`config.mk`:
```
export PLATFORM = sky130hd
export DESIGN_NAME = alu_op_sequencer
export DESIGN_NICKNAME = d
export VERILOG_FILES = /design/src/rtl/alu_op_sequencer.sv
export SDC_FILE = /design/constraint.sdc
export NUM_CORES = 1
export LEC_CHECK = 0
export ABC_CLOCK_PERIOD_IN_PS = 2100
export CAP_MARGIN = 0
export CORE_UTILIZATION = 30
export CTS_BUF_LIST = sky130_fd_sc_hd__clkbuf_4
export CTS_CLUSTER_DIAMETER = 40
export DETAILED_ROUTE_END_ITERATION = 16
export PLACE_DENSITY_LB_ADDON = 0.3
export SLEW_MARGIN = 5
export SYNTH_ARGS = -nofsm -noshare
export SYNTH_HDL_FRONTEND = slang
export SYNTH_SLANG_ARGS = --single-unit
```
`constraint.sdc`:
```
create_clock -name CLK -period 2.1 [get_ports CLK]
set_clock_uncertainty 0.05 [all_clocks]
set_input_delay 0.21 -clock CLK [delete_from_list [all_inputs] [get_ports CLK]]
set_output_delay 0.21 -clock CLK [all_outputs]
set_load 0.005 [all_outputs]
```
`src/rtl/alu_op_sequencer.sv`:
```
// alu_op_sequencer
//   Multi-cycle controller in front of an 8-bit 74181-style ALU. It takes an
//   opcode on START and one or two operands over a shared valid/ready bus. It
//   drives the ALU control and operand lines for one EXEC cycle. It then
//   captures the result and the C/Z/E flags and pulses DONE.
// Ports
//   CLK, RST             clock, asynchronous active-high reset
//   START, OP[3:0]       begin operation (sampled in IDLE), opcode
//   DIN[7:0], DIN_VALID  operand bus and its valid strobe
//   DIN_READY            operand accepted this cycle (LOAD_A / LOAD_B)
//   ALU_S/M/CN/A/B       registered ALU control and operand lines
//   ALU_F, ALU_CO, ALU_FZ  ALU result, carry-out, not-equal indication
//   RESULT, C/Z/E_FLAG   registered result and flags
//   BUSY, DONE           operation in flight / one-cycle completion pulse
module alu_op_sequencer (
   input  logic       CLK,
   input  logic       RST,
   input  logic       START,
   input  logic [3:0] OP,
   input  logic [7:0] DIN,
   input  logic       DIN_VALID,
   output logic       DIN_READY,
   output logic [3:0] ALU_S,
   output logic       ALU_M,
   output logic       ALU_CN,
   output logic [7:0] ALU_A,
   output logic [7:0] ALU_B,
   input  logic [7:0] ALU_F,
   input  logic       ALU_CO,
   input  logic       ALU_FZ,
   output logic [7:0] RESULT,
   output logic       C_FLAG,
   output logic       Z_FLAG,
   output logic       E_FLAG,
   output logic       BUSY,
   output logic       DONE
);

   typedef enum logic [2:0] {
      ST_IDLE,
      ST_LOAD_A,
      ST_LOAD_B,
      ST_EXEC,
      ST_WB
   } state_e;

   localparam logic [3:0] OP_CMP = 4'hC;
   localparam logic [3:0] OP_NOP = 4'hF;

   state_e     state_q, state_d;
   logic [3:0] op_q, op_d;
   logic       cin_q, cin_d;
   logic [7:0] a_q, a_d;
   logic [7:0] b_q, b_d;
   logic [3:0] s_q, s_d;
   logic       m_q, m_d;
   logic       cn_q, cn_d;
   logic [7:0] result_q, result_d;
   logic       c_q, c_d;
   logic       z_q, z_d;
   logic       e_q, e_d;

   logic [3:0] dec_s;
   logic       dec_m;
   logic       dec_cn;
   logic       dec_unary;
   logic       dec_arith;
   logic       hs;

   // Opcode decode from the latched opcode; CN for ADC/SBB/RLC uses the
   // carry snapshot taken at START acceptance.
   always_comb begin
      dec_s     = '0;
      dec_m     = 1'b0;
      dec_cn    = 1'b0;
      dec_unary = 1'b0;
      dec_arith = 1'b0;
      unique case (op_q)
         4'h0: begin dec_s = 4'b1001;                 dec_arith = 1'b1; end
         4'h1: begin dec_s = 4'b1001; dec_cn = cin_q; dec_arith = 1'b1; end
         4'h2: begin dec_s = 4'b0110;                 dec_arith = 1'b1; end
         4'h3: begin dec_s = 4'b0110; dec_cn = cin_q; dec_arith = 1'b1; end
         4'h4: begin dec_s = 4'b1011; dec_m = 1'b1; end
         4'h5: begin dec_s = 4'b1110; dec_m = 1'b1; end
         4'h6: begin dec_s = 4'b0110; dec_m = 1'b1; end
         4'h7: begin dec_s = 4'b0000; dec_m = 1'b1; dec_unary = 1'b1; end
         4'h8: begin dec_s = 4'b0000; dec_cn = 1'b1; dec_unary = 1'b1; dec_arith = 1'b1; end
         4'h9: begin dec_s = 4'b1111; dec_cn = 1'b1; dec_unary = 1'b1; dec_arith = 1'b1; end
         4'hA: begin dec_s = 4'b1100;                 dec_unary = 1'b1; dec_arith = 1'b1; end
         4'hB: begin dec_s = 4'b1100; dec_cn = cin_q; dec_unary = 1'b1; dec_arith = 1'b1; end
         4'hC: begin dec_s = 4'b0110;                 dec_arith = 1'b1; end
         4'hD: begin dec_s = 4'b1010; dec_m = 1'b1; end
         4'hE: begin dec_s = 4'b0011; dec_m = 1'b1; dec_unary = 1'b1; end
         default: ;
      endcase
   end

   assign hs = DIN_VALID & DIN_READY;

   // State register
   always_ff @(posedge CLK or posedge RST) begin
      if (RST) state_q <= ST_IDLE;
      else     state_q <= state_d;
   end

   // Next-state logic
   always_comb begin
      state_d = state_q;
      unique case (state_q)
         ST_IDLE:   if (START) state_d = (OP == OP_NOP) ? ST_WB : ST_LOAD_A;
         ST_LOAD_A: if (hs)    state_d = dec_unary ? ST_EXEC : ST_LOAD_B;
         ST_LOAD_B: if (hs)    state_d = ST_EXEC;
         ST_EXEC:              state_d = ST_WB;
         ST_WB:                state_d = ST_IDLE;
         default:              state_d = ST_IDLE;
      endcase
   end

   // Output logic
   always_comb begin
      DIN_READY = (state_q == ST_LOAD_A) || (state_q == ST_LOAD_B);
      BUSY      = (state_q != ST_IDLE);
      DONE      = (state_q == ST_WB);
   end

   // Datapath next-state. Results are captured on the EXEC->WB edge so that
   // RESULT and flags are already valid in the cycle DONE is high. NOP skips
   // EXEC, so it never reaches the capture.
   always_comb begin
      op_d     = op_q;
      cin_d    = cin_q;
      a_d      = a_q;
      b_d      = b_q;
      s_d      = s_q;
      m_d      = m_q;
      cn_d     = cn_q;
      result_d = result_q;
      c_d      = c_q;
      z_d      = z_q;
      e_d      = e_q;

      if (state_q == ST_IDLE && START) begin
         op_d  = OP;
         cin_d = c_q;
      end

      if (state_q == ST_LOAD_A && hs) begin
         a_d = DIN;
         if (dec_unary) b_d = '0;
      end

      if (state_q == ST_LOAD_B && hs) b_d = DIN;

      if (state_d == ST_EXEC && state_q != ST_EXEC) begin
         s_d  = dec_s;
         m_d  = dec_m;
         cn_d = dec_cn;
      end

      if (state_q == ST_EXEC) begin
         if (op_q != OP_CMP) result_d = ALU_F;
         c_d = dec_arith ? ALU_CO : 1'b0;
         z_d = (ALU_F == '0);
         e_d = ~ALU_FZ;
      end
   end

   always_ff @(posedge CLK or posedge RST) begin
      if (RST) begin
         op_q     <= '0;
         cin_q    <= 1'b0;
         a_q      <= '0;
         b_q      <= '0;
         s_q      <= '0;
         m_q      <= 1'b0;
         cn_q     <= 1'b0;
         result_q <= '0;
         c_q      <= 1'b0;
         z_q      <= 1'b0;
         e_q      <= 1'b0;
      end else begin
         op_q     <= op_d;
         cin_q    <= cin_d;
         a_q      <= a_d;
         b_q      <= b_d;
         s_q      <= s_d;
         m_q      <= m_d;
         cn_q     <= cn_d;
         result_q <= result_d;
         c_q      <= c_d;
         z_q      <= z_d;
         e_q      <= e_d;
      end
   end

   assign ALU_S  = s_q;
   assign ALU_M  = m_q;
   assign ALU_CN = cn_q;
   assign ALU_A  = a_q;
   assign ALU_B  = b_q;
   assign RESULT = result_q;
   assign C_FLAG = c_q;
   assign Z_FLAG = z_q;
   assign E_FLAG = e_q;

endmodule
```
==> results.md <==
| Item | Value | Unit |
| --- | --- | --- |
| Clock insertion delay at the later pin of the skew report | 0.35 | ns |
| Element type at the critical path end | output port | - |
| Total Wirelength | 4186 | µm |
| Standard-cell row count | 27 | - |
| Number of distinct standard cells referenced by the synthesized netlist | 36 | - |
| Largest net degree at the start of global routing | 42 | - |
| Total number of vias | 1,449 | - |
| Total iterations of the first detailed-routing run | 4 | - |
| Filler Cell Count | 554 | - |
| Number of buffers created by CTS | 5 | - |
| Initial drt markers | 82 | - |
| I/O pin cnt | 62 | - |
| Share of final-layout standard cells stronger than drive strength 1 | 17.67 | % |
| DRC violations left | 0 | - |
| Max Cap Violations | 0 | - |
| Part of the Yosys area used for sequential elements | 56.51 | % |
| Via count of the first global-routing pass | 1,417 | - |
| Type of origin of the critical path | register | - |
| Largest area contributor in the netlist | dfrtp_1 | - |
| Crit path kind | register to output port | - |
| Chip Height | 79.79 | µm |
| Final-stage net count | 257 | - |
| Async set-or-reset flop fraction in the synthesized netlist | 100.0 | % |
| Root buf cell | clkbuf_4 | - |
| Required time worst endpoint | 1.84 | ns |
| Synthesized Nets | 182 | - |
| # H-tree levels | 2 | - |
| Largest fanout on the critical path | 6 | - |
| Mean area per synthesized cell | 11.64 | µm² |
| Hold Slack | 0.2520 | ns |
| Top cell type's share of synthesized area | 56.51 | % |
| Post-DP Area | 2555 | µm² |
| Initial core utilization | 31.99 | % |
| Summed area of non-filler cells in the final layout | 2655 | µm² |
| Pin slew with the least headroom to its limit | 0.5260 | ns |
| Residual overflow from global routing | 0 | - |
| Final weighted congestion in routability-driven placement | 0.7836 | - |
| Buffer levels on the longest clock path | 2 | - |
| Syn Inst Count | 156 | - |
| Type of the most critical hold path | input port to async pin | - |
| Status | finished clean | - |
| Number of warnings reported in the yosys synthesis log | 0 | - |
| Finish-stage setup viols | 0 | - |
| Global-route wire length before repair | 6658 | µm |
| VDD IR-drop max | 0.0005977 | V |
| Commonest non-fill, non-tap cells in the layout | 60 x clkdlybuf4s50_1, 39 x dfrtp_1, 26 x nand2_1 | - |
| Signed area change from the synthesized netlist to the final layout | 46.24 | % |
| Post-detailed-route wirelength per cell | 13.77 | µm |
| Via/cell ratio | 4.766 | - |
| Fin. max-slew vios | 0 | - |
| Slew HR | 64.93 | % |
| Number of hold violations in the final report | 0 | - |
| CTS sink cnt | 41 | - |
| Overall routing resource usage | 13.77 | % |
| Number of diodes | 0 | - |
| Netlist area before placement | 1815 | µm² |
| Die area | 6366 | µm² |
| Clk slew on worst S/H paths | 0.12 | ns |
| Placeable core region | 5675 | µm² |
| CP Launch Point | state_q[0] | - |
| Number of flops mapped to enable cells by yosys | 0 | - |
| Flip-flop and latch count after synthesis | 41 | - |
| Prevailing post-synth register cell | dfrtp_1 | - |
| Final-layout setup total negative slack | 0 | ns |
| ANT nets after route | 0 | - |
| Reg2Reg Launch Point | op_q[1] | - |
| Antenna violations before repair | 0 | - |
| Cell types occupying the most area after synthesis | dfrtp_1 57%, mux2_1 6.2%, nand2_1 5.4%, mux2_2 5.0%, mux2_4 5.0% | - |
| Total power divided by cell area | 1350 | nW/µm² |
| Post-DP HPWL | 3076 | µm |
| Worst Path Arrival | 1.77 | ns |
| Port bufs | 61 | - |
| Overall power | 3.586 | mW |
| Final worst-path cycle share | 96.65 | % |
| Die width | 79.79 | µm |
| Most frequent standard cell in the layout excluding fill and tap cells | clkdlybuf4s50_1 | - |
| TritonCTS clock tree | yes | - |
| Post-layout minimum cycle time | 2.030 | ns |
| Static leakage | 1.129 | nW |
| Achievable frequency | 0.4927 | GHz |
kinds of logic (layout without fill, tap and decap cells):
logic type	after synthesis	after routing	synth area share (%)
AND/OR/NAND/NOR	50	50	13.30
flip-flops	41	41	56.51
AO/OA/AOI/OAI	33	33	12.27
multiplexers	24	24	16.13
buffers and inverters	8	84	1.792
cells in the mapped netlist, types with 2 or more instances:
cell	n
dfrtp_1	41
nand2_1	26
o21ai_1	11
mux2_1	10
mux2_2	8
mux2_4	6
o21ai_0	6
inv_1	5
nand2b_1	5
a21oi_1	4
nor2_1	4
and2_1	2
buf_2	2
nand3b_1	2
nor4_1	2
or2b_1	2
worst max-delay path, cell delays in order, from the launching register on:
cell	delay, ns
dfrtp_2	0.47
nand2b_4	0.18
and2_1	0.17
nor2_2	0.10
clkdlybuf4s50_1	0.50
stage by stage:
stage / util [%] / setup slack, ns / cells
6_report: 46.78 / 0.07026 / 304
5_1_grt: 46.78 / -0.003186 / 304
4_1_cts: 46.41 / 0.02085 / 303
3_5_place_dp: 45.02 / 0.2613 / 293
3_3_place_gp: 45.02 / 0.3033 / 293
2_1_floorplan: - / 0.4102 / 156
area by class of cell:
cell class | count | area (µm²) | area share [%]
Tap cell | 72 | 90.09 | 3.393
Inverter | 5 | 18.77 | 0.7069
Multi-Input combinational cell | 107 | 774.5 | 29.17
Timing Repair Buffer | 71 | 688.2 | 25.92
Clock buffer | 5 | 37.54 | 1.414
Sequential cell | 41 | 1028 | 38.74
Clock inverter | 3 | 17.52 | 0.6598
sequential cells by signal, summed over array words and instances (netlist names):
name	flops
RESULT	8
E_FLAG	1
cin_q	1
ALU_M	1
ALU_S	4
state_q	3
ALU_B	8
op_q	4
Z_FLAG	1
ALU_A	8
C_FLAG	1
ALU_CN	1
worst paths after layout:
check / slack, ns / cells after the start / end
hold / removal: 0.25 / 3 / ALU_A[7]
setup reg to reg: 0.24 / 4 / ALU_S[1]
min in group CLK: 0.36 / 3 / ALU_B[1]
hold reg to reg: 0.45 / 2 / E_FLAG
setup / recovery: 0.07 / 4 / DIN_READY
max in group asynchronous: 1.37 / 3 / state_q[0]
what timing repair did:
action                     CTS  global route
resized for setup            2             4
setup endpoints to repair    1             2
cloned                       0             0
buffers inserted             2             1
hold buffers                 0             0
metal layers:
layer	vias to the layer above	part of all wire [%]	global-route usage, %
met5	-	0	0
met4	0	1.0	4.286
met3	4	5.5	4.000
met2	39	46	21.62
met1	698	47	18.25
li1	708	-	-
power breakdown:
part / switching (mW) / internal, mW / total [mW]
registers: 0.244 / 1.15 / 1.39
clock network: 0.265 / 0.126 / 0.392
logic: 0.676 / 1.13 / 1.80
total: 1.19 / 2.40 / 3.59
Note: power is estimated with default switching activity, not from simulation.
==> variant, RTL diff (same flow settings) <==
Encoding of `state_e`: now one-hot (5 bits for 5 states).
--- a/src/rtl/alu_op_sequencer.sv
+++ b/src/rtl/alu_op_sequencer.sv
@@ -36,12 +36,12 @@
    output logic       DONE
 );
 
-   typedef enum logic [2:0] {
-      ST_IDLE,
-      ST_LOAD_A,
-      ST_LOAD_B,
-      ST_EXEC,
-      ST_WB
+   typedef enum logic [4:0] {
+      ST_IDLE   = 5'b00001,
+      ST_LOAD_A = 5'b00010,
+      ST_LOAD_B = 5'b00100,
+      ST_EXEC   = 5'b01000,
+      ST_WB     = 5'b10000
    } state_e;
 
    localparam logic [3:0] OP_CMP = 4'hC;
Check against the original RTL: same outputs for any inputs over 10 cycles, from zero or initial values and one cycle with RST high; not proved beyond that.
==> variant against the unedited design <==
Sequential cell count is 2 higher. Area after synthesis is 11% higher. Non-clock buffer count is 6 higher. Routed wire length is 5.0% higher. Power is 8.9% lower. Combinational power is 16% lower. Final cell count is 7.9% higher. Cell area is 8.8% higher. Setup slack better by 0.0050 ns. Largest power group unchanged.
==> variant: results (changes against the unedited design) <==
initial antenna violation count 0 (unchanged); worst slew pin tran 0.606 ns (was 0.526 ns); n_diodes 0 (unchanged); Peak VDD IR 578 µV (was 598 µV); fillcell total 617 (was 554); Vias per Instance 4.67 (was 4.77); Async SR Flop Fraction 1.00 (unchanged); syn_nets 196 (was 182); H-tree Lvls 2 (unchanged); pin count of the biggest net entering global routing 21 (was 42); placed cell count 317 (was 293); IO buf count 61 (unchanged); vias in the first global route 1512 (was 1417); hold crit path type in2async (unchanged); yosys warns 0 (unchanged); clk root buf clkbuf_4 (unchanged); first-pass GRT wire length 7230 µm (was 6660 µm); main flop type after synthesis dfrtp_1 (unchanged); first drt pass iteration count 4 (unchanged); Total GRT Usage 0.130 (was 0.138); sequential share of the synthesized area 0.537 (was 0.565); clk_lat worst skew 0.35 ns (about the same); LEAKAGE 1.27 nW (was 1.13 nW); post-synthesis cell count 170 (was 156); DR WL/cell 13.4 µm (was 13.8 µm); DP Wirelength 3300 µm (was 3080 µm); run status complete, no violations (unchanged); share of cells above drive strength 1 0.275 (was 0.177); Layout Nets 276 (was 257); leading post-synthesis cells by cell area dfrtp_1 52%, mux2_2 12%, nand2_1 4.9% (was dfrtp_1 57%, mux2_1 6.2%, nand2_1 5.4%); final non-filler cell total 328 (was 304); Placer Congestion 0.848 (was 0.784); Critical Path Fanout Max 6 (unchanged); 1st-iter DRT viols 68 (was 82); worst path arrival time roughly 1.8 ns; slowest stage cell, crit path dfstp_2 (was clkdlybuf4s50_1); Crit path largest cell delay 0.62 ns (was 0.50 ns); clock slew at reported path FFs ~0.13 ns; sw power 1.05 mW (was 1.19 mW); synth cell count leaders 42 x dfrtp_1, 26 x nand2_1, 21 x mux2_2 (was 41 x dfrtp_1, 26 x nand2_1, 11 x o21ai_1); Register-to-Register Path Depth 5 (was 4)
==> variant: critical path, delay by kind of cell, from the launching register on <==
family | cells | cell delay (ns)
buffers and inverters | 2 | 0.57
flip-flops | 1 | 0.62
AND/OR/NAND/NOR | 2 | 0.22
==> variant: cell families (layout without fill, tap and decap cells) <==
| kind of cell | after synthesis | after routing | synth area share |
|---|---|---|---|
| mux | 27 | 27 | 0.163 |
| xor+xnor | 2 | 2 | 0.00873 |
| simple gates | 72 | 72 | 0.195 |
| buf+inv | 6 | 87 | 0.0224 |
| compound gates | 20 | 20 | 0.0748 |
| flops | 43 | 43 | 0.537 |
==> variant: layout make-up <==
| class | instances | area (µm²) | share of cell area |
|---|---|---|---|
| Clock buffer | 5 | 37.5 | 0.0130 |
| Tap cell | 77 | 96.3 | 0.0333 |
| Timing Repair Buffer | 77 | 743 | 0.257 |
| Clock inverter | 3 | 20.0 | 0.00693 |
| Sequential cell | 43 | 1080 | 0.373 |
| Multi-Input combinational cell | 121 | 906 | 0.314 |
| Inverter | 2 | 7.51 | 0.00260 |
==> variant: what timing repair did <==
item	in CTS	in global routing
pin swaps	0	0
setup buffers	0	3
gates resized for setup	2	4
setup endpoints to repair	1	3
==> variant: path summary, 6_finish.rpt <==
| kind | start | to | slack (ns) |
|---|---|---|---|
| min in group CLK | DIN[0] | ALU_B[0] | 0.35 |
| worst max-delay path | state_q[0] | DONE | 0.08 |
| worst min register to register | Z_FLAG | Z_FLAG | 0.45 |
| worst max register to register | state_q[3] | ALU_S[3] | 0.19 |
| max in group asynchronous | RST | state_q[0] | 1.33 |
| worst min-delay path | RST | op_q[0] | 0.09 |
==> variant: through the flow <==
step / hold WS [ns] / total power [mW] / area, µm² / TNS, ns / setup slack [ns]
after floorplan: 0.253 / 2.11 / 2010 / 0 / 0.0418
after global placement: 0.413 / 2.81 / 2790 / 0 / 0.263
after detailed placement: 0.420 / 2.83 / 2790 / 0 / 0.221
after CTS: 0.0875 / 3.27 / 2850 / 0 / 0.00759
after global routing: 0.124 / 3.52 / 2890 / -0.00134 / -0.00134
final: 0.0925 / 3.27 / 2890 / 0 / 0.0753
==> variant: metal layers <==
metal / track usage / up-vias / part of all wire
met5: 0 / - / 0
met4: 0.0462 / 0 / 0.012
met3: 0.0307 / 5 / 0.042
met2: 0.202 / 35 / 0.47
met1: 0.178 / 731 / 0.48
li1: - / 762 / -
==> variant: power groups by stage <==
stage	Sequential (mW)	Combinational [mW]	Clock (mW)
floorplan	1.33	0.775	0
global placement	1.36	1.45	0
detailed placement	1.37	1.46	0
CTS	1.35	1.48	0.432
global route	1.39	1.66	0.470
finish	1.34	1.52	0.406
